`config.mk`:
```
export PLATFORM = sky130hd
export DESIGN_NAME = pipeline_hazard_ctrl
export DESIGN_NICKNAME = d
export VERILOG_FILES = /design/src/rtl/pipeline_hazard_ctrl.sv
export SDC_FILE = /design/constraint.sdc
export NUM_CORES = 1
export LEC_CHECK = 0
export ABC_AREA = 1
export CELL_PAD_IN_SITES_DETAIL_PLACEMENT = 1
export CELL_PAD_IN_SITES_GLOBAL_PLACEMENT = 2
export CORE_MARGIN = 1
export CORE_UTILIZATION = 27
export CTS_CLUSTER_SIZE = 12
export DETAILED_ROUTE_END_ITERATION = 10
export PLACE_DENSITY_LB_ADDON = 0.1
export RECOVER_POWER = 25
export SLEW_MARGIN = 20
export SYNTH_ARGS = -nofsm -noshare
export SYNTH_HDL_FRONTEND = slang
export SYNTH_SLANG_ARGS = --single-unit
```
`constraint.sdc`:
```
create_clock -name clk -period 2.1 [get_ports clk]
set_input_delay 0.21 -clock clk [delete_from_list [all_inputs] [get_ports clk]]
set_output_delay 0.21 -clock clk [all_outputs]
set_load 0.005 [all_outputs]
```
`src/rtl/pipeline_hazard_ctrl.sv`:
```
// pipeline_hazard_ctrl
//   Sequencing controller for the 4-stage (IF, ID, EXE, WB) regfile/ALU pipeline.
//   It tracks the destinations of the instructions in the EXE and WB slots and checks
//   them against the sources of the instruction in ID (RAW hazards). From that it drives
//   the operand-forwarding selects and the stall and bubble controls. It also drives the
//   EXE hold that long (multi-cycle) ALU ops need.
//
//   Build option: define HAZARD_FWD_EN to enable operand forwarding.
//   When it is not defined, a RAW hazard stalls ID until the producer has retired.
//
// Ports
//   clk, rst                clock; synchronous active-low reset
//   id_valid                ID holds a real instruction
//   id_rs1/id_rs2           ID source addresses; id_use_rs2=0 means rs2 is not read
//   id_wen/id_waddr         ID destination write enable / address
//   id_multi                ID instruction is a multi-cycle EXE op
//   ex_flush                branch taken in EXE, squash the ID instruction
//   stall                   hold PC and IF/ID
//   bubble                  load NOP into ID/EXE
//   exe_hold                hold ID/EXE, load NOP into EXE/WB
//   fwd_a/fwd_b             operand select: 00 regfile, 01 EXE result, 10 EXE/WB result
//   wb_commit               WB slot writes the regfile this cycle
//   mbusy                   a multi-cycle op is occupying EXE
module pipeline_hazard_ctrl #(
  parameter int AW       = 4,
  parameter int MULT_LAT = 4,
  parameter bit R0_ZERO  = 1'b1
) (
  input  logic          clk,
  input  logic          rst,
  input  logic          id_valid,
  input  logic [AW-1:0] id_rs1,
  input  logic [AW-1:0] id_rs2,
  input  logic          id_use_rs2,
  input  logic          id_wen,
  input  logic [AW-1:0] id_waddr,
  input  logic          id_multi,
  input  logic          ex_flush,
  output logic          stall,
  output logic          bubble,
  output logic          exe_hold,
  output logic [1:0]    fwd_a,
  output logic [1:0]    fwd_b,
  output logic          wb_commit,
  output logic          mbusy
);

  localparam logic [0:0] S_RUN   = 1'b0;
  localparam logic [0:0] S_MBUSY = 1'b1;
  localparam logic [3:0] CNT_INIT = 4'(MULT_LAT - 1);

  logic [0:0]    state;
  logic [3:0]    cnt;
  logic          exe_v, exe_wen, wb_v, wb_wen;
  logic [AW-1:0] exe_waddr, wb_waddr;

  function automatic logic hit(input logic v, input logic wen,
                               input logic [AW-1:0] wa, input logic [AW-1:0] r);
    return v & wen & (wa == r) & ~(R0_ZERO & (r == '0));
  endfunction

  logic busy, run, flush;
  logic ea, wa, eb, wbb;
  logic raw_stall, stall_c, bubble_c, load;
  logic [1:0] fa, fb;

  assign busy  = (state == S_MBUSY);
  assign run   = ~busy;
  // A flush is only honoured in RUN. In MBUSY the ID instruction is held anyway.
  assign flush = run & ex_flush;

  assign ea  = hit(exe_v, exe_wen, exe_waddr, id_rs1);
  assign wa  = hit(wb_v,  wb_wen,  wb_waddr,  id_rs1);
  assign eb  = id_use_rs2 & hit(exe_v, exe_wen, exe_waddr, id_rs2);
  assign wbb = id_use_rs2 & hit(wb_v,  wb_wen,  wb_waddr,  id_rs2);

`ifdef HAZARD_FWD_EN
  // The EXE result is ready in the same cycle, so RAW never stalls.
  // The youngest producer (EXE) takes priority over WB.
  assign raw_stall = 1'b0;
  assign fa = ea ? 2'b01 : (wa  ? 2'b10 : 2'b00);
  assign fb = eb ? 2'b01 : (wbb ? 2'b10 : 2'b00);
`else
  logic raw;
  assign raw       = id_valid & (ea | wa | eb | wbb);
  assign raw_stall = run & raw;
  assign fa        = 2'b00;
  assign fb        = 2'b00;
`endif

  // A squashed instruction never stalls, so flush overrides a pending RAW stall.
  assign stall_c  = busy | (raw_stall & ~flush);
  assign bubble_c = run & (flush | raw_stall);
  assign load     = run & id_valid & ~bubble_c & ~stall_c;

  // All outputs are forced low while reset is held.
  assign stall     = rst & stall_c;
  assign bubble    = rst & bubble_c;
  assign exe_hold  = rst & busy;
  assign mbusy     = rst & busy;
  assign wb_commit = rst & wb_v & wb_wen;
  assign fwd_a     = rst ? fa : 2'b00;
  assign fwd_b     = rst ? fb : 2'b00;

  always_ff @(posedge clk) begin
    if (!rst) begin
      state     <= S_RUN;
      cnt       <= '0;
      exe_v     <= 1'b0;
      exe_wen   <= 1'b0;
      exe_waddr <= '0;
      wb_v      <= 1'b0;
      wb_wen    <= 1'b0;
      wb_waddr  <= '0;
    end else if (busy) begin
      // EXE is frozen on the multi-cycle op and WB drains to NOP.
      wb_v <= 1'b0;
      cnt  <= cnt - 4'd1;
      if (cnt == 4'd1) state <= S_RUN;
    end else begin
      wb_v      <= exe_v;
      wb_wen    <= exe_wen;
      wb_waddr  <= exe_waddr;
      exe_v     <= load;
      exe_wen   <= id_wen;
      exe_waddr <= id_waddr;
      // The entry cycle counts as the first EXE cycle, so MULT_LAT-1 hold cycles follow.
      if (load & id_multi) begin
        cnt   <= CNT_INIT;
        state <= S_MBUSY;
      end
    end
  end

endmodule

```
Word-level counts from Yosys, hierarchy flattened:

Index checks and enable logic that the tools add are counted.

* latch bits: 0
* memory bits (read-only): 0
* output and inout port bits: 9
* memories: 0
* logic and storage cells: 61
* memory bits (writable): 0
* input bits: 19
* register bits: 17

* div/mod/pow operators: 0
* eq/ne operators: 5
* bitwise operators: 38
* $add $sub $neg: 1
* $lt $le $gt $ge: 0
* reductions and logical operators: 4
* shift operators: 0
* multipliers: 0
* mux-type cells: 5

Operator list (count)
* $and A1 B1 Y1: 26
* $eq A4 B4 Y1: 4
* $logic_not A4 Y1: 2
* $mux W4: 2
* $not A1 Y1: 7
* $or A1 B1 Y1: 5
* $eq A4 B1 Y1 const B: 1
* $sub A4 B1 Y4 const B: 1
* $mux W1: 3
* $reduce_bool A2 Y1: 1
* $reduce_or A2 Y1: 1

Depth between registers and ports, before layout:

* depth after elaboration: 16
* mapped depth: 13
* mapped depth without buffers: 13

Least setup slack after synthesis:

No wires, ideal clock.

* kind: reg2out
* start point: reg exe_waddr[2]
* end point: out stall
* cell stages (with the launch flop): 11
* buffers on the path: 0
* slack: 801 ps
* arrival time: 1089 ps
* data required time: 1890 ps
* cell sequence: dfxtp_1 > inv_2 > nand2_1 > nand2_1 > nor2_1 > nand3_1 > nand2_1 > nand2_1 > nand2_2 > nand2_1 > o31ai_1

* word-level cells in the longest chain between the ends: 11
* elaborated cells on any way between the ends: 15
* classes of those cells: eq/ne (2); bitwise (13)

Ends and longest elaborated chain
* start, declared: RTL line 55 `logic [AW-1:0] exe_waddr, wb_waddr;`
* start signal, assigned: RTL line 126 `exe_waddr <= id_waddr;`
* $eq A4 B4 Y1: RTL line 59 `return v & wen & (wa == r) & ~(R0_ZERO & (r == '0));`
* $and A1 B1 Y1 (2 in a row): RTL line 59
* $or A1 B1 Y1 / $and A1 B1 Y1 (equally long branches): RTL line 85, 74
* $or A1 B1 Y1 (*) (2 in a row): RTL line 85 `assign raw = id_valid & (ea | wa | eb | wbb);`
* $and A1 B1 Y1 (*): RTL line 85
* $and A1 B1 Y1 (*): RTL line 86 `assign raw_stall = run & raw;`
* $and A1 B1 Y1 (*): RTL line 92 `assign stall_c = busy | (raw_stall & ~flush);`
* $or A1 B1 Y1 (*): RTL line 92
* $and A1 B1 Y1 (*): RTL line 97 `assign stall = rst & stall_c;`
* end, declared: RTL line 39 `output logic stall,`

Every way passes the cells marked *; elsewhere a longest branch is shown, timed or not.

Worst setup path after layout:

* start point: in id_rs2[2]
* end point: out stall

* word-level cells in the longest chain between the ends: 11
* elaborated cells on any way between the ends: 17
* classes of those cells: eq/ne (2); bitwise (14); reduce/logical (1)

Ends and longest elaborated chain
* start, declared: RTL line 33 `input logic [AW-1:0] id_rs2,`
* $eq A4 B4 Y1 / $logic_not A4 Y1 (equally long branches): RTL line 59
* $and A1 B1 Y1 / $not A1 Y1 (equally long branches): RTL line 59
* $and A1 B1 Y1: RTL line 59
* $and A1 B1 Y1: RTL line 74 `assign eb = id_use_rs2 & hit(exe_v, exe_wen, exe_waddr, id_rs2);`
* $or A1 B1 Y1: RTL line 85
* $or A1 B1 Y1 (*): RTL line 85
* $and A1 B1 Y1 (*): RTL line 85
* $and A1 B1 Y1 (*): RTL line 86
* $and A1 B1 Y1 (*): RTL line 92
* $or A1 B1 Y1 (*): RTL line 92
* $and A1 B1 Y1 (*): RTL line 97

Marks and branches as above.

==> run metrics <==
status=finished, final reports clean; Ant. Diodes=0; Area growth, synth to finish=31.2%; P per Cell Area=559 mW/mm²; Placed Cells=239; Post-synth EDFFs=0; 1st-iter DRT viols=47; post-place setup slack=-0.321 ns; die width=~65 µm; Hold Crit Depth=2; CTS tree=yes; Clk Tree Root Cell=clkbuf_8; Clock Skews=0.00480 ns; Post-route DRC=0; crit path DAT=~1.7 ns; Initial Utilization=0.287; Post-DRT Antenna Nets=0; Final WS setup=between 0.15 and 0.2 ns; unrepaired setup endpoints after global routing=no; VDD IR max=0.217 mV; drt wl/cell=11.9 µm; largest net degree at the start of global routing=11; max-cap violation count=0; Initial DRT Pass Iterations=4; sequential element share of the synthesized area=0.317; die height=65.1 µm; Startpoint Class=input port; RePlAce Congestion=0.835; grt total ovfl=0; worst path required time=1.89 ns; critical path endpoint category=output port; part of the power in combinational logic=0.224; Die ar.=0.00424 mm²; Clk pwr share=0.313; Max FO, Critical Path=3; first-pass GRT wire length=approximately 4.9 mm; Hold Violations, Final=0; Setup TNS=0 ns; cts bufs inserted=3; Seq pwr share=0.463; syn avg cell area=6.44 µm²; NetSw=0.000225 W; Post-CTS Setup Inserts=0; initial antenna violation count=0; Clk pin slew, worst setup/hold paths=0.06 ns; Fillers=approximately 500; Syn. warnings=0; fraction of layout cells with a size suffix above 1=0.144; final setup fails=0; Via density=between 4 and 5; worst setup path class=in -> out; core area=between 0.003 and 0.004 mm²; Int Pwr=roughly 0.00056 W; Core Rows=22; # port buffers=23; Tot GR Track Use=0.156; post-synthesis cell type count=27; final WL=2.89 mm; post-synthesis cell count=around 170; H-tree Lvls=1; Mapped Area=around 0.0011 mm²; Final Slew Violations=0; clock sink total=17; Tcrit/Tclk final=0.924; Worst-Skew Late Latency=0.25 ns; nets=217; post-route insts no fill=between 200 and 250; DPL Wire Length=2.42 mm; Net Sw Frac=0.286; vias in the first global route=roughly 1100; WHS=0.454 ns; f_max=0.515 GHz; Reg2Reg Depth=13; min cycle time layout=1.94 ns; Final Total Pwr=0.000788 W; vias=1091; Yosys reg bits=17; Post-synth top flop=dfxtp_1; Tightest Hold Check Type=reg -> reg; Async SR Flop Fraction=0; LEAKAGE=0.662 nW; Clock Tree Buf Depth=2; I/O pin count=28
## layer usage
| metal | track usage | wire (µm) |
|---|---|---|
| met5 | 0 | 0 |
| met4 | 0.0788 | 75 |
| met3 | 0.0226 | 107 |
| met2 | 0.286 | 1420 |
| met1 | 0.172 | 1280 |
## worst paths after layout
| kind | to | slack [ns] | from |
|---|---|---|---|
| setup / recovery | stall | 0.16 | id_rs2[2] |
| hold / removal | wb_v$_SDFF_PP0_ | 0.45 | exe_v$_SDFFE_PN0N_ |
| hold reg to reg | wb_v$_SDFF_PP0_ | 0.45 | exe_v$_SDFFE_PN0N_ |
| setup reg to reg | cnt[1]$_SDFFE_PN0P_ | 0.63 | exe_waddr[2]$_SDFFE_PN0N_ |
## state kept, by name, summed over array words and instances (netlist names)
signal,flops
cnt,4
wb_waddr,4
wb_wen,1
exe_waddr,4
wb_v,1
exe_v,1
busy,1
exe_wen,1
## power groups by stage
| stage | combinational (W) | sequential, W | clock, W |
|---|---|---|---|
| floorplan | 0.000112 | 0.000365 | 0 |
| global placement | 0.000179 | 0.000372 | 0 |
| detailed placement | 0.000183 | 0.000372 | 0 |
| CTS | 0.000183 | 0.000365 | 0.000258 |
| global route | 0.000201 | 0.000369 | 0.000272 |
| finish | 0.000176 | 0.000365 | 0.000246 |
## cells in the mapped netlist, drive strengths merged (2+ instances only)
cell	instances	share of area
nand2	50	0.18
inv	29	0.11
dfxtp	17	0.32
nor2	15	0.052
nand3	14	0.070
o21ai	14	0.072
buf	7	0.044
a21oi	6	0.035
o22ai	3	0.017
xnor2	3	0.024
ha	2	0.023
nand4	2	0.026
## critical path, cell delays in order
cell and delay (ns):
clkdlybuf4s50_1 0.51, inv_2 0.06, nand2_1 0.05, nand2_1 0.06
nor2_2 0.11, nand3_1 0.09, nand2_1 0.06, nand2_1 0.08
nand2_2 0.09, nand2_1 0.08, o31ai_2 0.18, buf_2 0.14
## layout by cell type (no fill, tap or decap), drive strengths merged, types with 4 or more instances in the layout
| master | instances |
|---|---|
| clkdlybuf4s50 | 18 |
| nor2 | 15 |
| a21oi | 6 |
| conb | 4 |
| dfxtp | 17 |
| clkbuf | 7 |
| nand2 | 50 |
| nand3 | 14 |
| inv | 29 |
| buf | 5 |
| o21ai | 14 |
## cells by family after synthesis
group,after synthesis,synth area share
AO/OA/AOI/OAI,26,0.147
flip-flops,17,0.317
AND/OR/NAND/NOR,81,0.332
adder cells (fa/ha/maj),2,0.0233
other,1,0.00349
XOR/XNOR,3,0.0245
buffers and inverters,37,0.154
## through the flow
step                      utilization  area (µm²)
after detailed placement        0.366        1370
after global placement          0.366        1370
final                           0.377        1410
after floorplan                     -        1090
after global routing            0.377        1410
after CTS                       0.379        1420
## cell type report
| class | instances | area [µm²] | area share |
|---|---|---|---|
| inverter | 29 | 114 | 0.0807 |
| tap | 48 | 60.1 | 0.0426 |
| timing repair buffer | 29 | 263 | 0.186 |
| multi-input combinational | 116 | 588 | 0.417 |
| sequential | 17 | 340 | 0.241 |
| clock buffer | 4 | 45.0 | 0.0319 |
## what timing repair did
item	4_1_cts	5_1_grt
hold buffers	0	0
gates resized for setup	5	7
setup endpoints to repair	2	2
pin swaps	0	1
Power figures use the tool's default switching activity.
